[src/rtl/csa_pkg.sv]
`default_nettype none
// ============================================================================
// csa_pkg : shared constants and FSM encoding for the CSA output serializer
// Revision: 1.0
// ============================================================================
package csa_pkg;

  localparam int AXI_DATA_WIDTH = 32;
  localparam int CSA_OUT_WORDS  = 7;

  // Word offsets of the fields inside one result record
  localparam int WORD_BLOCK       = 0;
  localparam int WORD_IN          = 1;
  localparam int WORD_TIMES       = 3;
  localparam int WORD_TIMES_START = 4;
  localparam int WORD_OUT         = 5;

  localparam logic [1:0] ST_IDLE    = 2'd0;
  localparam logic [1:0] ST_FETCH   = 2'd1;
  localparam logic [1:0] ST_CAPTURE = 2'd2;
  localparam logic [1:0] ST_SEND    = 2'd3;

  typedef enum logic [1:0] {
    IDLE    = ST_IDLE,
    FETCH   = ST_FETCH,
    CAPTURE = ST_CAPTURE,
    SEND    = ST_SEND
  } state_e;

endpackage : csa_pkg
`default_nettype wire

[src/rtl/csa_out_serializer.sv]
`default_nettype none
// ============================================================================
// csa_out_serializer : pops one record from the CSA output FIFO and streams it
//                      as indexed valid/ready beats, counting completed records
// Revision: 1.0
// ============================================================================
module csa_out_serializer
  import csa_pkg::*;
#(
  parameter int AXI_DATA_WIDTH           = csa_pkg::AXI_DATA_WIDTH,
  parameter int WORDS                    = csa_pkg::CSA_OUT_WORDS,
  parameter int CSA_OUT_PARAMETER_LENGTH = AXI_DATA_WIDTH * WORDS,
  parameter int INDEX_WIDTH              = 3
) (
  input  logic                                clk,
  input  logic                                rst_n,
  input  logic                                enable,
  input  logic                                csa_out_ready,
  output logic                                csa_out_ren,
  input  logic [CSA_OUT_PARAMETER_LENGTH-1:0] csa_out,
  output logic                                m_valid,
  input  logic                                m_ready,
  output logic [AXI_DATA_WIDTH-1:0]           m_data,
  output logic [INDEX_WIDTH-1:0]              m_index,
  output logic                                m_last,
  output logic                                busy,
  output logic [31:0]                         record_count
);

  localparam logic [INDEX_WIDTH-1:0] LAST_IDX = INDEX_WIDTH'(WORDS - 1);

  state_e                                state_q, state_d;
  logic [CSA_OUT_PARAMETER_LENGTH-1:0]   record_q, record_d;
  logic [INDEX_WIDTH-1:0]                idx_q, idx_d;
  logic [AXI_DATA_WIDTH-1:0]             data_q, data_d;
  logic                                  valid_q, valid_d;
  logic                                  last_q, last_d;
  logic [31:0]                           count_q, count_d;
  logic                                  ren;
  logic [INDEX_WIDTH-1:0]                idx_inc;

  assign idx_inc = idx_q + 1'b1;

  always_comb begin
    state_d  = state_q;
    record_d = record_q;
    idx_d    = idx_q;
    data_d   = data_q;
    valid_d  = valid_q;
    last_d   = last_q;
    count_d  = count_q;
    ren      = 1'b0;

    case (state_q)
      IDLE: begin
        if (enable && csa_out_ready) begin
          ren     = 1'b1;
          state_d = FETCH;
        end
      end

      // FIFO registers the read on this edge; data appears next cycle
      FETCH: begin
        state_d = CAPTURE;
      end

      CAPTURE: begin
        record_d = csa_out;
        idx_d    = '0;
        data_d   = csa_out[AXI_DATA_WIDTH-1:0];
        valid_d  = 1'b1;
        last_d   = (LAST_IDX == '0);
        state_d  = SEND;
      end

      SEND: begin
        if (valid_q && m_ready) begin
          if (idx_q == LAST_IDX) begin
            valid_d = 1'b0;
            last_d  = 1'b0;
            idx_d   = '0;
            count_d = count_q + 32'd1;
            state_d = IDLE;
          end else begin
            idx_d  = idx_inc;
            data_d = record_q[idx_inc*AXI_DATA_WIDTH +: AXI_DATA_WIDTH];
            last_d = (idx_inc == LAST_IDX);
          end
        end
      end

      default: begin
        state_d = IDLE;
      end
    endcase
  end

  always_ff @(posedge clk or negedge rst_n) begin
    if (!rst_n) begin
      state_q  <= IDLE;
      record_q <= '0;
      idx_q    <= '0;
      data_q   <= '0;
      valid_q  <= 1'b0;
      last_q   <= 1'b0;
      count_q  <= '0;
    end else begin
      state_q  <= state_d;
      record_q <= record_d;
      idx_q    <= idx_d;
      data_q   <= data_d;
      valid_q  <= valid_d;
      last_q   <= last_d;
      count_q  <= count_d;
    end
  end

  // The read strobe is decoded from IDLE, which is also the reset state, so it
  // is masked while reset is held to keep the FIFO from being popped.
  assign csa_out_ren  = ren & rst_n;
  assign m_valid      = valid_q;
  assign m_data       = data_q;
  assign m_index      = idx_q;
  assign m_last       = last_q;
  assign busy         = (state_q != IDLE);
  assign record_count = count_q;

endmodule : csa_out_serializer
`default_nettype wire

[config.mk]
export PLATFORM = sky130hd
export DESIGN_NAME = csa_out_serializer
export DESIGN_NICKNAME = d
export VERILOG_FILES = /design/src/rtl/csa_pkg.sv /design/src/rtl/csa_out_serializer.sv
export SDC_FILE = /design/constraint.sdc
export NUM_CORES = 1
export LEC_CHECK = 0
export ABC_AREA = 1
export CORE_ASPECT_RATIO = 1.4
export CORE_UTILIZATION = 55
export DETAILED_ROUTE_END_ITERATION = 8
export PLACE_DENSITY = 0.87
export SLEW_MARGIN = 15
export SYNTH_ARGS = -nofsm -noshare
export SYNTH_HDL_FRONTEND = slang
export SYNTH_SLANG_ARGS = --single-unit
[constraint.sdc]
create_clock -name clk -period 4.9 [get_ports clk]
set_input_delay 0.98 -clock clk [delete_from_list [all_inputs] [get_ports clk]]
set_output_delay 0.98 -clock clk [all_outputs]
set_load 0.02 [all_outputs]
# Yosys cells after proc, flatten, opt, wreduce, memory -nomap -nowiden
# Index checks and enable logic that the tools add are counted.
# classes
add_sub_neg,2
mul,0
n_div,0
n_lt_le_gt_ge,0
n_eq_ne,9
shifts,1
n_mux,18
bitwise_logic,1
n_reduce_logical,10
# op_table
operator,count
224-bit by 9-bit variable part select with 32-bit output,1
32-bit 2-to-1 mux,2
32-bit case mux with 2 select lines,1
32-bit by 1-bit adder with 32-bit output (second input constant),1
3-bit AND reduction,4
2-bit != test (second input constant),4
2-bit case mux with 4 select lines,1
3-bit equality test (second input constant),2
1-bit 2-to-1 mux,6
2-bit 2-to-1 mux,3
3-bit 2-to-1 mux,2
3-bit case mux with 2 select lines,1
2-bit equality test (second input constant),2
1-bit case mux with 2 select lines,2
2-bit nonzero test,2
3-bit by 1-bit adder with 3-bit output (second input constant),1
2-bit by 1-bit equality test with 1-bit output (second input constant),1
1-bit logical AND,2
2-bit logical NOT,1
2-bit AND reduction,1
1-bit bitwise AND,1
# totals
reg_bits,295
latchBits,0
ramBits,0
rom_bits,0
output_inout_bits,71
wordCells,48
memories,0

# Logic depth before layout (Yosys ltp)
# Gate-level depths: netlist of the first run.
# logic_depth
depth_word,5
mapped_depth,13
mapped_depth_nobuf,9

# Worst setup path before layout of the first run
# No wires, ideal clock.
# synth_timing
path_kind,input -> output
startpoint,input port enable
endpoint,output port csa_out_ren
t_arrival_ns,1.329
required_ns,3.920
setup_slack_ns,2.591
stages,2
cell_sequence,nand2_1 -> nor2_1
# synth_between
elab_chain_len,4
# synth_rtl
item,line_no,text
start: declaration,csa_out_serializer.sv:17,"input logic enable,"
1-bit logical AND,csa_out_serializer.sv:56,if (enable && csa_out_ready) begin
1-bit 2-to-1 mux,csa_out_serializer.sv:56,
1-bit 2-to-1 mux,csa_out_serializer.sv:54,case (state_q)
1-bit bitwise AND,csa_out_serializer.sv:120,assign csa_out_ren = ren & rst_n;
end: declaration,csa_out_serializer.sv:19,"output logic csa_out_ren,"
# Every way passes these cells.

# Final worst setup path of the first run
# layout_timing
startpoint,register idx_q[0] (netlist: m_index[0])
endpoint,output port m_index[0]
# layout_lines
item,line_no,text
start: declaration,csa_out_serializer.sv:34,"logic [INDEX_WIDTH-1:0] idx_q, idx_d;"
start signal: assignment,csa_out_serializer.sv:110,idx_q <= idx_d;
end: declaration,csa_out_serializer.sv:24,"output logic [INDEX_WIDTH-1:0] m_index,"
# No word-level cell between the ends.

==> out/qor.csv, run 1 <==
metric,value,unit
status,finished clean,
numCtsBuffers,29,
place.gp.congestion,0.935,
yosys_warnings,0,
crit_start,m_index[0]$_DFFE_PN0P_,
synth_ff_type,dfrtp_1,
cts_num_sinks,295,
synth_top_family_by_area,simple AND/OR/NAND/NOR gates,
cp_max_fo,75,
io-pin-count,300,
synthAdderAreaFrac,0.00716,
place_hpwl,28700,um
synthMuxAreaShare,0.0258,
fp.dieArea,26100,um2
grt_use_total,0.323,
drive_gt1_frac,0.0513,
cts.reportedPaths.clkPinSlew,0.07,ns
r2r_setup_slack,1.59,ns
r2r_end,m_data[9]$_DFFE_PN0P_,
worst_pin_slew,1.14,ns
path_class,flop to primary output,
finalCritPeriodShare,0.746,
totalPowerFinal,11700,uW
cts_tree,built,
initial_utilization,0.563,
core,24800,um2
worstPathArrival,2.68,ns
std_cell_rows,68,
critPathCapture,m_index[0],
postRouteAntennaNets,0,
worstReg2RegStart,m_index[0]$_DFFE_PN0P_,
maxSlewHeadroom,0.238,
ys_top_cells_by_area,"dfrtp_1 (53%), nand2_1 (13%), nand3_1 (7.9%)",
synth-seq-cells,295,
antenna_found_initial,2,
grt_max_degree,274,
critPathRequiredTime,3.92,ns
rsz0062_at_grt,no,
areaGrowthSynthToFinish,28.4,%
vias,12800,
nNetsFinal,2231,
h-tree-depth,1,
route.detailed.drc,0,
setup_viol,0,
r2r_cells,7,
synth-compound-area-share,0.0962,
dr.pass1.iters,5,
ys_async_sr_fraction,1.00,
yosys.cell_types.count,25,
end_kind,primary output,
die_height,191,um
grt_pass1_vias,12700,
postCtsSetupBuffers,0,
synth_top_area_share,0.528,
synth_xor_area_frac,0.0100,
slew_viol_final,0,
drt_iter0_drc,1200,
clock_latency,0.55,ns
drv_cap,0,
min_period,3.66,ns
overflow,0,
yosysTopAreaCell,dfrtp_1,
start_kind,flop,
use_met2,0.526,
syn_inst,1753,
finalClockSkew,0.00948,ns
syn_avg_cell_area,7.97,um2
viasPerCell,5.50,
synthesis.nets,1990,
grt_first_pass_wirelength,65100,um
wl_per_cell,17.9,um
cts-root-buf,clkbuf_16,
use_met1,0.403,
final_hold_viol_count,0,
synth_edf_count,0,
postCtsHoldBufs,0,
leakagePower,0.00832,uW
ir_drop,495,uV
yosysSeqAreaShare,0.528,
p_per_area,654,nW/um2
cts_resized,0,
die_w,137,um
routed_wl,41600,um
io_buffers,299,
fillerInstances,1899,
hold_path.class,input port to async pin,
fin_tns_setup,0,ns
busiest_layer,met2,
netlist_area,14000,um2
met3_usage,0.0696,
synthSimpleGateAreaFrac,0.240,
cts_max_path_buffers,3,
fmax,0.274,GHz
[layout by cell type (no fill, tap or decap), types with 6 or more instances in the layout]
master	synthesis	routed
nand2_1	496	496
dfrtp_1	295	294
nand3_1	221	221
mux2_2	32	32
a21oi_1	67	67
xnor2_1	9	8
inv_1	230	230
ha_1	8	6
buf_4	1	9
clkbuf_16	0	29
clkdlybuf4s50_1	0	298
nor2_1	61	60
o21ai_0	200	200
nand4_1	6	6
clkinv_2	0	7
xor2_1	7	6
[per-layer routing]
metal / up-vias / routed length (um)
met1: 6039 / 16000
li1: 6001 / -
met3: 108 / 3840
met2: 642 / 19600
met4: 0 / 2160
met5: - / 0
[power by group]
| part | internal (uW) | switching [uW] |
|---|---|---|
| clock network | 1130 | 923 |
| registers | 3540 | 546 |
| logic | 1950 | 3650 |
[critical path, stage by stage, from the launching register on]
cell             delay [ns]
dfrtp_4                0.99
buf_4                  0.46
clkdlybuf4s50_1        0.67
[registers in the layout (all words and copies together) (netlist names)]
signal        cells
m_last            1
m_index           3
record_count     32
state_q           2
m_valid           1
m_data           32
record_q        224
[Yosys cell counts (3+ instances only)]
cell type	n
inv_2	3
xnor2_1	9
nand3_1	221
clkbuf_1	53
nand2_1	496
buf_1	11
xor2_1	7
nor2_2	4
nand3b_1	5
inv_1	230
ha_1	8
a21oi_1	67
nand4_1	6
dfrtp_1	295
nor3_1	4
nor2_1	61
buf_2	35
o21ai_0	200
mux2_2	32
[area by class of cell]
cell class,instances,area [um2],share of cell area
Clock inverter,9,55.1,0.00307
Antenna cell,1,2.50,0.000139
Clock buffer,37,796,0.0443
Sequential cell,295,7390,0.412
Timing Repair Buffer,310,3110,0.173
Tap cell,315,394,0.0220
Inverter,233,876,0.0488
Multi-Input combinational cell,1125,5330,0.297
[how the worst min path moves through the flow]
stage / to / slack, ns / cells past startpoint
2_1_floorplan: record_q[218]$_DFFE_PN0P_ / 0.48 / 1
3_3_place_gp: record_q[196]$_DFFE_PN0P_ / 0.49 / 1
3_5_place_dp: record_count[31]$_DFFE_PN0P_ / 0.49 / 2
4_1_cts: record_q[117]$_DFFE_PN0P_ / 0.41 / 1
5_1_grt: record_q[85]$_DFFE_PN0P_ / 0.43 / 1
6_report: record_q[85]$_DFFE_PN0P_ / 0.39 / 1
[metrics by stage]
step / utilization / area, um2 / cells / hold WS (ns) / setup slack [ns]
finish: 0.722 / 17900 / 2325 / 0.388 / 1.24
global route: 0.722 / 17900 / 2325 / 0.428 / 1.16
CTS: 0.722 / 17900 / 2324 / 0.407 / 1.24
detailed placement: 0.688 / 17100 / 2278 / 0.495 / 1.62
global placement: 0.688 / 17100 / 2278 / 0.490 / 1.64
floorplan: - / 14000 / 1753 / 0.481 / 2.59
[kinds of logic after synthesis]
group | Yosys count
AND/OR/NAND/NOR | 801
flip-flops | 295
XOR/XNOR | 16
buffers and inverters | 333
multiplexers | 32
AO/OA/AOI/OAI | 268
adder cells (fa/ha/maj) | 8
(Power assumes the default switching activity.)
==> run 2, diff against run 1 <==
- CORE_UTILIZATION: 55 -> 46
- PLACE_DENSITY: 0.87 -> 0.77
- clock period: 4.9 -> 3.2 ns (I/O delays scaled with it)
==> run 2 against run 1 <==
Non-clock buffer count grew 5. Highest routed layer is now met5. Worst setup slack lost 1.0 ns. Die area grew 19%. Final cell count grew 3.6%. Sequential power grew 48%. Core utilization shrank 11 points. Clock skew shrank 0.0015 ns. Cell area grew 1.4%. Power grew 54%. Critical path type unchanged. Count of clock-buffer cells in the layout grew 5. Global-route usage shrank 6.1 points. Combinational power grew 54%.
==> out/qor.csv, run 2 (synthesis results as in run 1) <==
metric,value,unit,change
status,finished clean,,unchanged
cts_num_sinks,295,,unchanged
finalInstanceArea,18200,um2,was 17900 um2
hold_path.class,input port to async pin,,unchanged
cts-root-buf,clkbuf_16,,unchanged
place_hpwl,28000,um,was 28700 um
r2r_setup_slack,0.78,ns,was 1.59 ns
postCtsSetupBuffers,0,,unchanged
areaGrowthSynthToFinish,30.2,%,was 28.4%
grt_max_degree,194,,was 274
postRouteAntennaNets,0,,unchanged
numCtsBuffers,29,,unchanged
cts_max_path_buffers,3,,unchanged
vias,12400,,was 12.8k
initial_utilization,0.467,,was 0.563
min_period,2.99,ns,
wl_per_cell,16.9,um,was 17.9 um
final_common_cell,nand2_1,,unchanged
p_per_area,993,nW/um2,was 654 nW/um2
maxSlewHeadroom,0.241,,was 0.238
fin_tns_setup,0,ns,unchanged
multi_input_area,5350,um2,was 5330 um2
viasPerCell,5.17,,was 5.50
overflow,0,,unchanged
slew_viol_final,0,,unchanged
r2r_cells,8,,was 7
place.gp.congestion,0.908,,was 0.935
critPathRequiredTime,2.56,ns,was 3.92 ns
end_kind,primary output,,unchanged
worstPathArrival,2.35,ns,was 2.68 ns
drive_gt1_frac,0.0536,,was 0.0513
finalCritPeriodShare,0.936,,
grt_use_total,0.263,,was 0.323
cp_max_fo,66,,was 75
route.detailed.drc,0,,unchanged
clock_latency,0.54,ns,was 0.55 ns
worstReg2RegStart,state_q[1]$_DFFE_PN0P_,,was m_index[0]$_DFFE_PN0P_
r2r_end,m_data[4]$_DFFE_PN0P_,,was m_data[9]$_DFFE_PN0P_
leakagePower,0.00839,uW,was 0.00832 uW
cts_tree,built,,unchanged
postPlaceCellArea,17200,um2,was 17100 um2
setup_viol,0,,unchanged
core,29900,um2,was 24800 um2
cts.reportedPaths.clkPinSlew,0.06,ns,was 0.07 ns
fillerInstances,2553,,was 1899
regArea,7390,um2,unchanged
ir_drop,1020,uV,was 495 uV
nNetsFinal,2236,,was 2231
grt_first_pass_wirelength,64300,um,was 65100 um
drt_iter0_drc,1028,,was 1200
io_buffers,299,,unchanged
grt_pass1_vias,12400,,was 12.7k
die_height,208,um,was 191 um
top_register,record_q,,unchanged
h-tree-depth,1,,unchanged
die_w,149,um,was 137 um
most-common-layout-cells,"nand2_1 (496), clkdlybuf4s50_1 (298), dfrtp_1 (294)",,unchanged
final_util,0.608,,was 0.722
fp.dieArea,31100,um2,was 26100 um2
finalClockSkew,0.00795,ns,was 0.00948 ns
drv_cap,0,,unchanged
fmax,0.334,GHz,
largest_reg_flops,224,,unchanged
std_cell_rows,75,,was 68
path_class,flop to primary output,,unchanged
worst_pin_slew,1.14,ns,about the same
final_hold_viol_count,0,,unchanged
routed_wl,40800,um,was 41600 um
rsz0062_at_grt,no,,unchanged
dr.pass1.iters,5,,unchanged
io-pin-count,300,,unchanged
start_kind,flop,,unchanged
antenna_found_initial,11,,was 2
-- run 2: changes by cell type in the layout (fill, tap and decap cells not counted), sizes merged, moves of 2 or more --
cell,delta
diode,+6
clkbuf,+5
buf,+4
clkinv,-4
bufinv,+2
-- run 2: worst max-delay path, cell delays in order, from the launching register on --
cell and delay (ns):
dfrtp_4 0.43, buf_4 0.63, clkdlybuf4s50_1 0.74
-- run 2: cell type report --
| type | instances | share of cell area |
|---|---|---|
| clock buffers | 42 | 0.0469 |
| multi-input cells | 1125 | 0.294 |
| repair buffers | 315 | 0.173 |
| inverters | 233 | 0.0481 |
| well taps | 385 | 0.0265 |
| clock inverters | 6 | 0.00454 |
| diodes | 7 | 0.000962 |
| flip-flops and latches | 295 | 0.406 |
-- run 2: through the flow --
step	instances	setup WS [ns]	total power, uW	hold slack, ns
floorplan	1753	0.925	11800	0.344
global placement	2352	0.535	14400	0.448
detailed placement	2352	0.479	14700	0.448
CTS	2401	0.199	18100	0.483
global route	2407	0.149	19400	0.484
finish	2408	0.206	18100	0.490
-- run 2: worst max-delay path by stage --
stage                      startpoint                           end  cells past startpoint
6_report       m_index[0]$_DFFE_PN0P_                    m_index[0]                      2
2_1_floorplan  m_index[0]$_DFFE_PN0P_        m_data[21]$_DFFE_PN0P_                     11
3_5_place_dp                  m_ready  record_count[30]$_DFFE_PN0P_                      8
3_3_place_gp                  m_ready  record_count[30]$_DFFE_PN0P_                      8
4_1_cts        m_index[0]$_DFFE_PN0P_                    m_index[0]                      2
5_1_grt        m_index[0]$_DFFE_PN0P_                    m_index[0]                      2
-- run 2: layer usage --
layer	track usage	share of wire	vias to the layer above
li1	-	-	6023
met1	0.333	0.40	5890
met2	0.416	0.47	417
met3	0.0583	0.081	106
met4	0.140	0.052	6
met5	0	0.00088	-
-- run 2: what timing repair did --
action | in CTS | in global routing
hold buffers | 1 | 0
hold endpoints to repair | 8 | 0
resized for setup | 0 | 0
-- run 2: power breakdown --
group | switching (uW) | internal (uW)
Sequential | 627 | 5420
Combinational | 5610 | 3020
Clock | 1400 | 1990
Total | 7640 | 10400
